[config.mk]
export PLATFORM = sky130hd
export DESIGN_NAME = mult_seq_ctrl
export DESIGN_NICKNAME = d
export VERILOG_FILES = /design/src/rtl/mult_pkg.sv /design/src/rtl/mult_step.sv /design/src/rtl/mult_seq_ctrl.sv
export SDC_FILE = /design/constraint.sdc
export NUM_CORES = 1
export LEC_CHECK = 0
export CAP_MARGIN = 20
export CORE_ASPECT_RATIO = 1.5
export CORE_MARGIN = 8
export CORE_UTILIZATION = 58
export CTS_BUF_LIST = sky130_fd_sc_hd__clkbuf_4 sky130_fd_sc_hd__clkbuf_8
export DETAILED_ROUTE_END_ITERATION = 10
export PLACE_DENSITY_LB_ADDON = 0.05
export SETUP_SLACK_MARGIN = 0.2
export SKIP_CTS_REPAIR_TIMING = 1
export SLEW_MARGIN = 10
export SYNTH_ARGS = -nofsm -noshare
export SYNTH_HDL_FRONTEND = slang
export SYNTH_HIERARCHICAL = 1
export SYNTH_SLANG_ARGS = --single-unit
[constraint.sdc]
create_clock -name clk -period 8.6 [get_ports clk]
set_clock_uncertainty 0.2 [all_clocks]
set_input_delay 0.86 -clock clk [delete_from_list [all_inputs] [get_ports clk]]
set_output_delay 0.86 -clock clk [all_outputs]
set_load 0.02 [all_outputs]
[src/rtl/mult_pkg.sv]
// ---------------------------------------------------------------------------
// mult_pkg -- shared constants and types for the sequential multiplier.
//
// Contents:
//   WIDTH_DEF : default operand width
//   CNT_W     : step-counter width for the default operand width
//   state_t   : controller FSM states (IDLE, BUSY, DONE)
//   cnt_bits  : step-counter width for an arbitrary operand width
// ---------------------------------------------------------------------------
package mult_pkg;

   localparam int WIDTH_DEF = 32;
   localparam int CNT_W     = $clog2(WIDTH_DEF);

   typedef enum logic [1:0] {
      IDLE = 2'd0,
      BUSY = 2'd1,
      DONE = 2'd2
   } state_t;

   // A 1-bit operand still needs a 1-bit counter.
   function automatic int cnt_bits(input int w);
      return (w > 1) ? $clog2(w) : 1;
   endfunction

endpackage

[src/rtl/mult_step.sv]
// ---------------------------------------------------------------------------
// mult_step -- one shift-add step of the multiplier (purely combinational).
//
// Ports:
//   acc      in  2*WIDTH  running partial product
//   addend   in  2*WIDTH  multiplicand already shifted to this step's weight
//   mbit     in  1        multiplier bit for this step
//   acc_nxt  out 2*WIDTH  partial product after this step
// ---------------------------------------------------------------------------
module mult_step
   import mult_pkg::*;
#(
   parameter int WIDTH = WIDTH_DEF
) (
   input  logic [2*WIDTH-1:0] acc,
   input  logic [2*WIDTH-1:0] addend,
   input  logic               mbit,
   output logic [2*WIDTH-1:0] acc_nxt
);

   always_comb begin
      acc_nxt = acc;
      if (mbit) acc_nxt = acc + addend;
   end

endmodule

[src/rtl/mult_seq_ctrl.sv]
// ---------------------------------------------------------------------------
// mult_seq_ctrl -- sequential shift-add multiplier owning the HI/LO pair.
//
// A multiply takes WIDTH BUSY cycles plus one DONE cycle; HI/LO are committed
// on the DONE->IDLE edge. MTHI/MTLO writes are accepted only while IDLE.
//
// Ports:
//   clk           in   rising-edge clock
//   rst_n         in   synchronous active-low reset
//   start         in   begin a multiply (ignored unless IDLE)
//   is_signed     in   1 = signed multiply (only with MULT_SIGNED_EN)
//   multiplier    in   WIDTH  first operand (rs)
//   multiplicand  in   WIDTH  second operand (rt)
//   flush         in   abandon an in-flight multiply, HI/LO untouched
//   hi_we, lo_we  in   MTHI / MTLO write strobes
//   wdata         in   WIDTH  MTHI / MTLO data
//   rd_req        in   MFHI / MFLO issued this cycle
//   busy          out  multiply in progress (BUSY or DONE)
//   done          out  one-cycle pulse in the commit cycle
//   stall         out  busy & rd_req
//   hi, lo        out  WIDTH  architectural HI / LO
//
// Build option: define MULT_SIGNED_EN to honour is_signed. Signed operands
// are reduced to magnitudes at launch and the product is negated at commit
// when the signs differ, so latency is the same in both builds.
// ---------------------------------------------------------------------------
module mult_seq_ctrl
   import mult_pkg::*;
#(
   parameter int WIDTH = WIDTH_DEF
) (
   input  logic             clk,
   input  logic             rst_n,
   input  logic             start,
   input  logic             is_signed,
   input  logic [WIDTH-1:0] multiplier,
   input  logic [WIDTH-1:0] multiplicand,
   input  logic             flush,
   input  logic             hi_we,
   input  logic             lo_we,
   input  logic [WIDTH-1:0] wdata,
   input  logic             rd_req,
   output logic             busy,
   output logic             done,
   output logic             stall,
   output logic [WIDTH-1:0] hi,
   output logic [WIDTH-1:0] lo
);

   localparam int             CW   = cnt_bits(WIDTH);
   localparam logic [CW-1:0]  LAST = CW'(WIDTH - 1);

   state_t state_q, state_nxt;

   logic               launch;    // accept start this cycle
   logic               step_en;   // perform one shift-add step
   logic               commit;    // write the product to HI/LO
   logic               wr_ok;     // MTHI/MTLO allowed this cycle

   logic [WIDTH-1:0]   mplier_q;  // shifts right; bit 0 is the current step
   logic [2*WIDTH-1:0] mcand_q;   // shifts left; multiplicand << step
   logic [2*WIDTH-1:0] acc_q, acc_nxt;
   logic [CW-1:0]      cnt_q;
   logic               neg_q;     // product must be negated at commit
   logic [2*WIDTH-1:0] product;

   logic [WIDTH-1:0]   hi_q, lo_q;

   // ---------------- operand conditioning ----------------
   logic [WIDTH-1:0]   op_a, op_b;
   logic               neg_in;

`ifdef MULT_SIGNED_EN
   always_comb begin
      neg_in = is_signed & (multiplier[WIDTH-1] ^ multiplicand[WIDTH-1]);
      op_a   = multiplier;
      op_b   = multiplicand;
      if (is_signed && multiplier[WIDTH-1])   op_a = ~multiplier + 1'b1;
      if (is_signed && multiplicand[WIDTH-1]) op_b = ~multiplicand + 1'b1;
   end
`else
   // is_signed has no effect in the unsigned-only build.
   logic unused_is_signed;
   assign unused_is_signed = is_signed;
   assign neg_in = 1'b0;
   assign op_a   = multiplier;
   assign op_b   = multiplicand;
`endif

   // ---------------- FSM: state register ----------------
   always_ff @(posedge clk) begin
      if (!rst_n) state_q <= IDLE;
      else        state_q <= state_nxt;
   end

   // ---------------- FSM: next state ----------------
   always_comb begin
      state_nxt = state_q;
      unique case (state_q)
         IDLE:    if (start && !flush) state_nxt = BUSY;
         BUSY: begin
            if (flush)              state_nxt = IDLE;
            else if (cnt_q == LAST) state_nxt = DONE;
         end
         DONE:    state_nxt = IDLE;
         default: state_nxt = IDLE;
      endcase
   end

   // ---------------- FSM: outputs ----------------
   always_comb begin
      busy    = (state_q != IDLE);
      // A flush in the DONE cycle cancels the commit, so no pulse either.
      done    = (state_q == DONE) && !flush;
      stall   = busy && rd_req;
      launch  = (state_q == IDLE) && start && !flush;
      step_en = (state_q == BUSY) && !flush;
      commit  = done;
      // Any start request in IDLE drops a simultaneous MTHI/MTLO.
      wr_ok   = (state_q == IDLE) && !start;
   end

   // ---------------- shift-add datapath ----------------
   mult_step #(.WIDTH(WIDTH)) u_step (
      .acc     (acc_q),
      .addend  (mcand_q),
      .mbit    (mplier_q[0]),
      .acc_nxt (acc_nxt)
   );

   always_ff @(posedge clk) begin
      if (!rst_n) begin
         mplier_q <= '0;
         mcand_q  <= '0;
         acc_q    <= '0;
         cnt_q    <= '0;
         neg_q    <= 1'b0;
      end else if (launch) begin
         mplier_q <= op_a;
         mcand_q  <= {{WIDTH{1'b0}}, op_b};
         acc_q    <= '0;
         cnt_q    <= '0;
         neg_q    <= neg_in;
      end else if (step_en) begin
         acc_q    <= acc_nxt;
         mplier_q <= mplier_q >> 1;
         mcand_q  <= mcand_q << 1;
         cnt_q    <= cnt_q + 1'b1;
      end
   end

   assign product = neg_q ? (~acc_q + 1'b1) : acc_q;

   // ---------------- architectural HI / LO ----------------
   always_ff @(posedge clk) begin
      if (!rst_n) begin
         hi_q <= '0;
         lo_q <= '0;
      end else if (commit) begin
         hi_q <= product[2*WIDTH-1:WIDTH];
         lo_q <= product[WIDTH-1:0];
      end else if (wr_ok) begin
         if (hi_we) hi_q <= wdata;
         if (lo_we) lo_q <= wdata;
      end
   end

   assign hi = hi_q;
   assign lo = lo_q;

endmodule

# Word level (Yosys, flattened, before mapping)
# Cells that the tools add are included.
# totals
word_cells,50
memories,0
ram_bits,0
regBits,231
latch_bits,0
inputBits,104
romBits,0
# classes
n_reduce_logical,20
mux,14
add_sub_neg,2
order_cmp,0
n_bitwise,1
n_eq_ne,5
n_div,0
n_shift,0
n_mul,0
# ops
operator,n
2-to-1 mux 32 bit,10
adder 64 bit,1
nonzero test 2 bit,5
AND reduction 2 bit,4
logical AND 1 bit,7
2-to-1 mux 2 bit,3
adder 5 x 1 -> 5 bit (second input constant),1
== test 5 bit (second input constant),1
one-hot mux 2 bit (2 select lines),1
inequality test 3 bit (second input constant),1
== test 2 x 1 -> 1 bit (second input constant),1
== test 2 bit (second input constant),1
zero test 1 bit,2
zero test 2 bit,1
inequality test 2 bit (second input constant),1
OR reduction 2 bit,1
inverter 1 bit,1

# Logic depth before layout (Yosys ltp)
# logic_depth
ltp_word,4
depth_mapped,14
mapped_depth_nobuf,14

# Hierarchy
# The synthesis kept the hierarchy.
# by_module_without_submodules
module,n_inst,cells_per_inst,area_each_um2,seq_area_each_um2
mult_seq_ctrl,1,1093,9250.1,4624.4
mult_step,1,665,4652.0,0.0

# Worst setup path before layout
# Ideal clock, no wire load.
# synth_timing
path_type,register to register
startpoint,register acc_q[0]
endpoint,register acc_q[50]
path_stages_with_launch,15
setup_time_ns,0.119
arrival_ns,2.990
t_required_ns,8.281
setup_slack_ns,5.290
cell_sequence,dfxtp_1 -> ha_1 -> fa_1 -> a211o_1 -> o211ai_2 -> a2111o_1 -> a2111oi_4 -> nor2_2 -> o41a_1 -> o21bai_2 -> a21oi_1 -> xnor2_1 -> mux2_2 -> nand2_1 -> a21oi_1
# synth_via
elab_chain_len,1
# synth_rtl
element,line,source
"start, declared",mult_seq_ctrl.sv:62,"logic [2*WIDTH-1:0] acc_q, acc_nxt;"
"start signal, assigned",mult_seq_ctrl.sv:145,acc_q <= acc_nxt;
adder 64 bit,mult_step.sv:23,if (mbit) acc_nxt = acc + addend;
# Every way passes these cells.
# A chain may end at the register's enable or synchronous reset.

# Final worst setup path
# layout_timing
startpoint,register acc_q[3]
endpoint,register acc_q[53]
# Same word-level chain as after synthesis.

==> out/results.ini <==
[flow_run]
drv_cap = 0

[logic_synthesis]
ys_top_cells_by_area = dfxtp_1 (33%), nand2_1 (9.0%), a21oi_1 (7.3%)
synth_warnings = 6
synth.distinct_cells = 68
syn_avg_cell_area_sq_um = 7.908
syn_area_sq_um = 13900
synth_top_area_share_pct = 33.26
synth-edff-count = 0
syn_inst = 1758
ys_seq_area_share_pct = 33.26
synthFlopType = dfxtp_1
syn_nets = 1928
ys_seq_elements = 231
yosys.area.top_type = dfxtp_1
postSynth.asyncResetShare_pct = 0

[power]
p_int_mw = 1.789
cellPowerDensity_nw_per_um2 = 151.1
irDropWorstVdd_v = 0.0001501
leakagePower_nw = 6.172
clockPowerShare_pct = 38.8
switching_power_uw = 661.7
p_comb_share_pct = 14.3
power_frac_seq_pct = 46.9
p_sw_share_pct = 26.99

[detailed_routing]
drc_errors = 0
route.vias.total = 13400
wire_per_inst_microns = 19.21
vias_per_cell = 6.153
dr.pass1.iters = 5
ant_nets = 0
wirelength_mm = 41.82
drt-initial-drc-count = 590

[critical_path]
cp.arrival_ps = 4210
path_cells = ha_1 > o21ai_0 > o21ai_0 > o2111ai_1 > a211oi_1 > o2111ai_1 > and3_1 > o21bai_1 > a21oi_1 > xnor2_1 > mux2_2 > nand2_1 > a21oi_1
worst-path-buf-inv = 0
required_ps = 8790
worstSetupStartpointType = flop
critPathTopFamily = compound AO/OA/AOI/OAI gates
endpoint_kind = flop
critical_path.max_stage_delay_ps = 550
worstSetupPathType = reg2reg
critPathMaxFanout = 4
cpMaxStageDelayCell = a211oi_1

[final_layout]
layout.nets = 2006
final_common_cell = nand2_1
num_antenna_cells = 0
finalNonFillerCells = 2177
area.growth.synth_to_final_pct = 16.68
drive_gt1_share_pct = 8.558
mostFrequentLayoutCells = nand2_1 (333), dfxtp_1 (229), a21oi_1 (204)

[cts]
numCtsBuffers = 38
cts_max_level = 2
clkLatencyLatePin_ps = 550
clkTransAtPathRegs_ps = 60
cts_tree = done
cts_sinks = 231
cts_root_buffer = clkbuf_8
clk_path_buf_depth = 3

[timing]
rsz0062_at_grt = false
period_needed_ps = 4022
worst_slew_pin_slew_ps = 961.7
slew_headroom_pct = 35.88
clock.fmax_ghz = 0.2486
setup_viol = 0
period_share_pct = 46.77
drv_slew = 0
hold_viol = 0
setup_tns_ps = 0
hold_ws_ps = 255.0

[grt]
grt_usage_pct = 28.50
grt_first_pass_wirelength_mm = 67.65
grt_max_degree = 86
grt_pass1_vias = 13210
grt_remaining_overflow = 0
antenna_found_initial = 0

[min_path]
hold_class = reg2reg

[placed_design]
portBuffers = 169
dpl.hpwl_mm = 29.41
placed_cells = 2114
gp_congestion = 0.9099

[die]
die_y_microns = 205.6
start_util_pct = 58.77
die_area_sq_um = 29280
io_pins = 171
die_width_microns = 142.4
num_rows = 69
core-area_sq_um = 23660

[run_status]
status = completed

-- per-stage QoR --
stage / area (sq um) / total power, mW / util [%] / worst slack (ps)
2_1_floorplan: 13900 / 1.379 / - / 5290
3_3_place_gp: 15460 / 1.515 / 65.36 / 4261
3_5_place_dp: 15460 / 1.522 / 65.36 / 4235
4_1_cts: 16190 / 2.470 / 68.45 / 4570
5_1_grt: 16220 / 2.547 / 68.57 / 4308
6_report: 16220 / 2.451 / 68.57 / 4578
-- worst reg2reg max path, delay by kind of cell (launching register included) --
kind	cells	cell delay, ps
xor gates and xnor gates	1	140
and+or+nand+nor	2	370
DFF	1	360
muxes	1	260
AOI/OAI and AO/OA	8	2200
adders and majority gates	1	360
-- metal layers --
metal	wire, microns	part of all wire [%]	up-vias	GRT usage (%)
met2	21830	52	431	51.41
li1	-	-	6498	-
met3	2026	4.8	120	4.203
met1	16120	39	6347	32.01
met5	0	0	-	0
met4	1846	4.4	0	14.13
-- synthesized netlist by cell type (38+ instances only) --
cell type,n
nand2_1,334
dfxtp_1,231
a21oi_1,204
nor2_1,129
clkbuf_1,91
or3_1,70
ha_1,65
o2111a_1,65
nor3_1,63
o21ai_0,58
mux2_2,52
a21o_1,47
o221ai_1,46
buf_2,39
xnor2_1,38
-- final cells by class --
type / instances / area (sq um)
clock buffer: 55 / 694.4
tap: 319 / 399.1
multi-input combinational: 1361 / 8566
sequential: 231 / 4627
inverter: 20 / 75.07
fill: 2088 / 7435
timing repair buffer: 184 / 1822
clock inverter: 7 / 37.54
-- cell families after synthesis --
family	count (synthesis)	share of synthesized area, %
AO/OA/AOI/OAI	507	25.87
XOR/XNOR	56	3.528
adder cells (fa/ha/maj)	66	5.994
buffers and inverters	166	5.328
flip-flops	231	33.26
multiplexers	52	4.212
AND/OR/NAND/NOR	680	21.81
-- final timing paths --
| check | startpoint | slack, ps | cells past startpoint | endpoint |
|---|---|---|---|---|
| max | acc_q[3] | 4580 | 13 | acc_q[53] |
| min | mplier_q[31] | 250 | 2 | mplier_q[31] |
| max reg2reg | acc_q[3] | 4580 | 13 | acc_q[53] |
| min reg2reg | mplier_q[31] | 250 | 2 | mplier_q[31] |
-- registers in the layout (all words and copies together) (netlist names) --
register / flops
lo: 32
cnt_q: 5
acc_q: 64
state_q: 2
hi: 32
mplier_q: 32
mcand_q: 64
-- power by group through the flow --
stage          Sequential [mW]  Clock, mW  Combinational [mW]
2_1_floorplan             1.19          0               0.189
3_3_place_gp              1.17          0               0.345
3_5_place_dp              1.17          0               0.350
4_1_cts                   1.15      0.969               0.351
5_1_grt                   1.15       1.01               0.380
6_report                  1.15      0.951               0.351
Power figures use the tool's default switching activity.
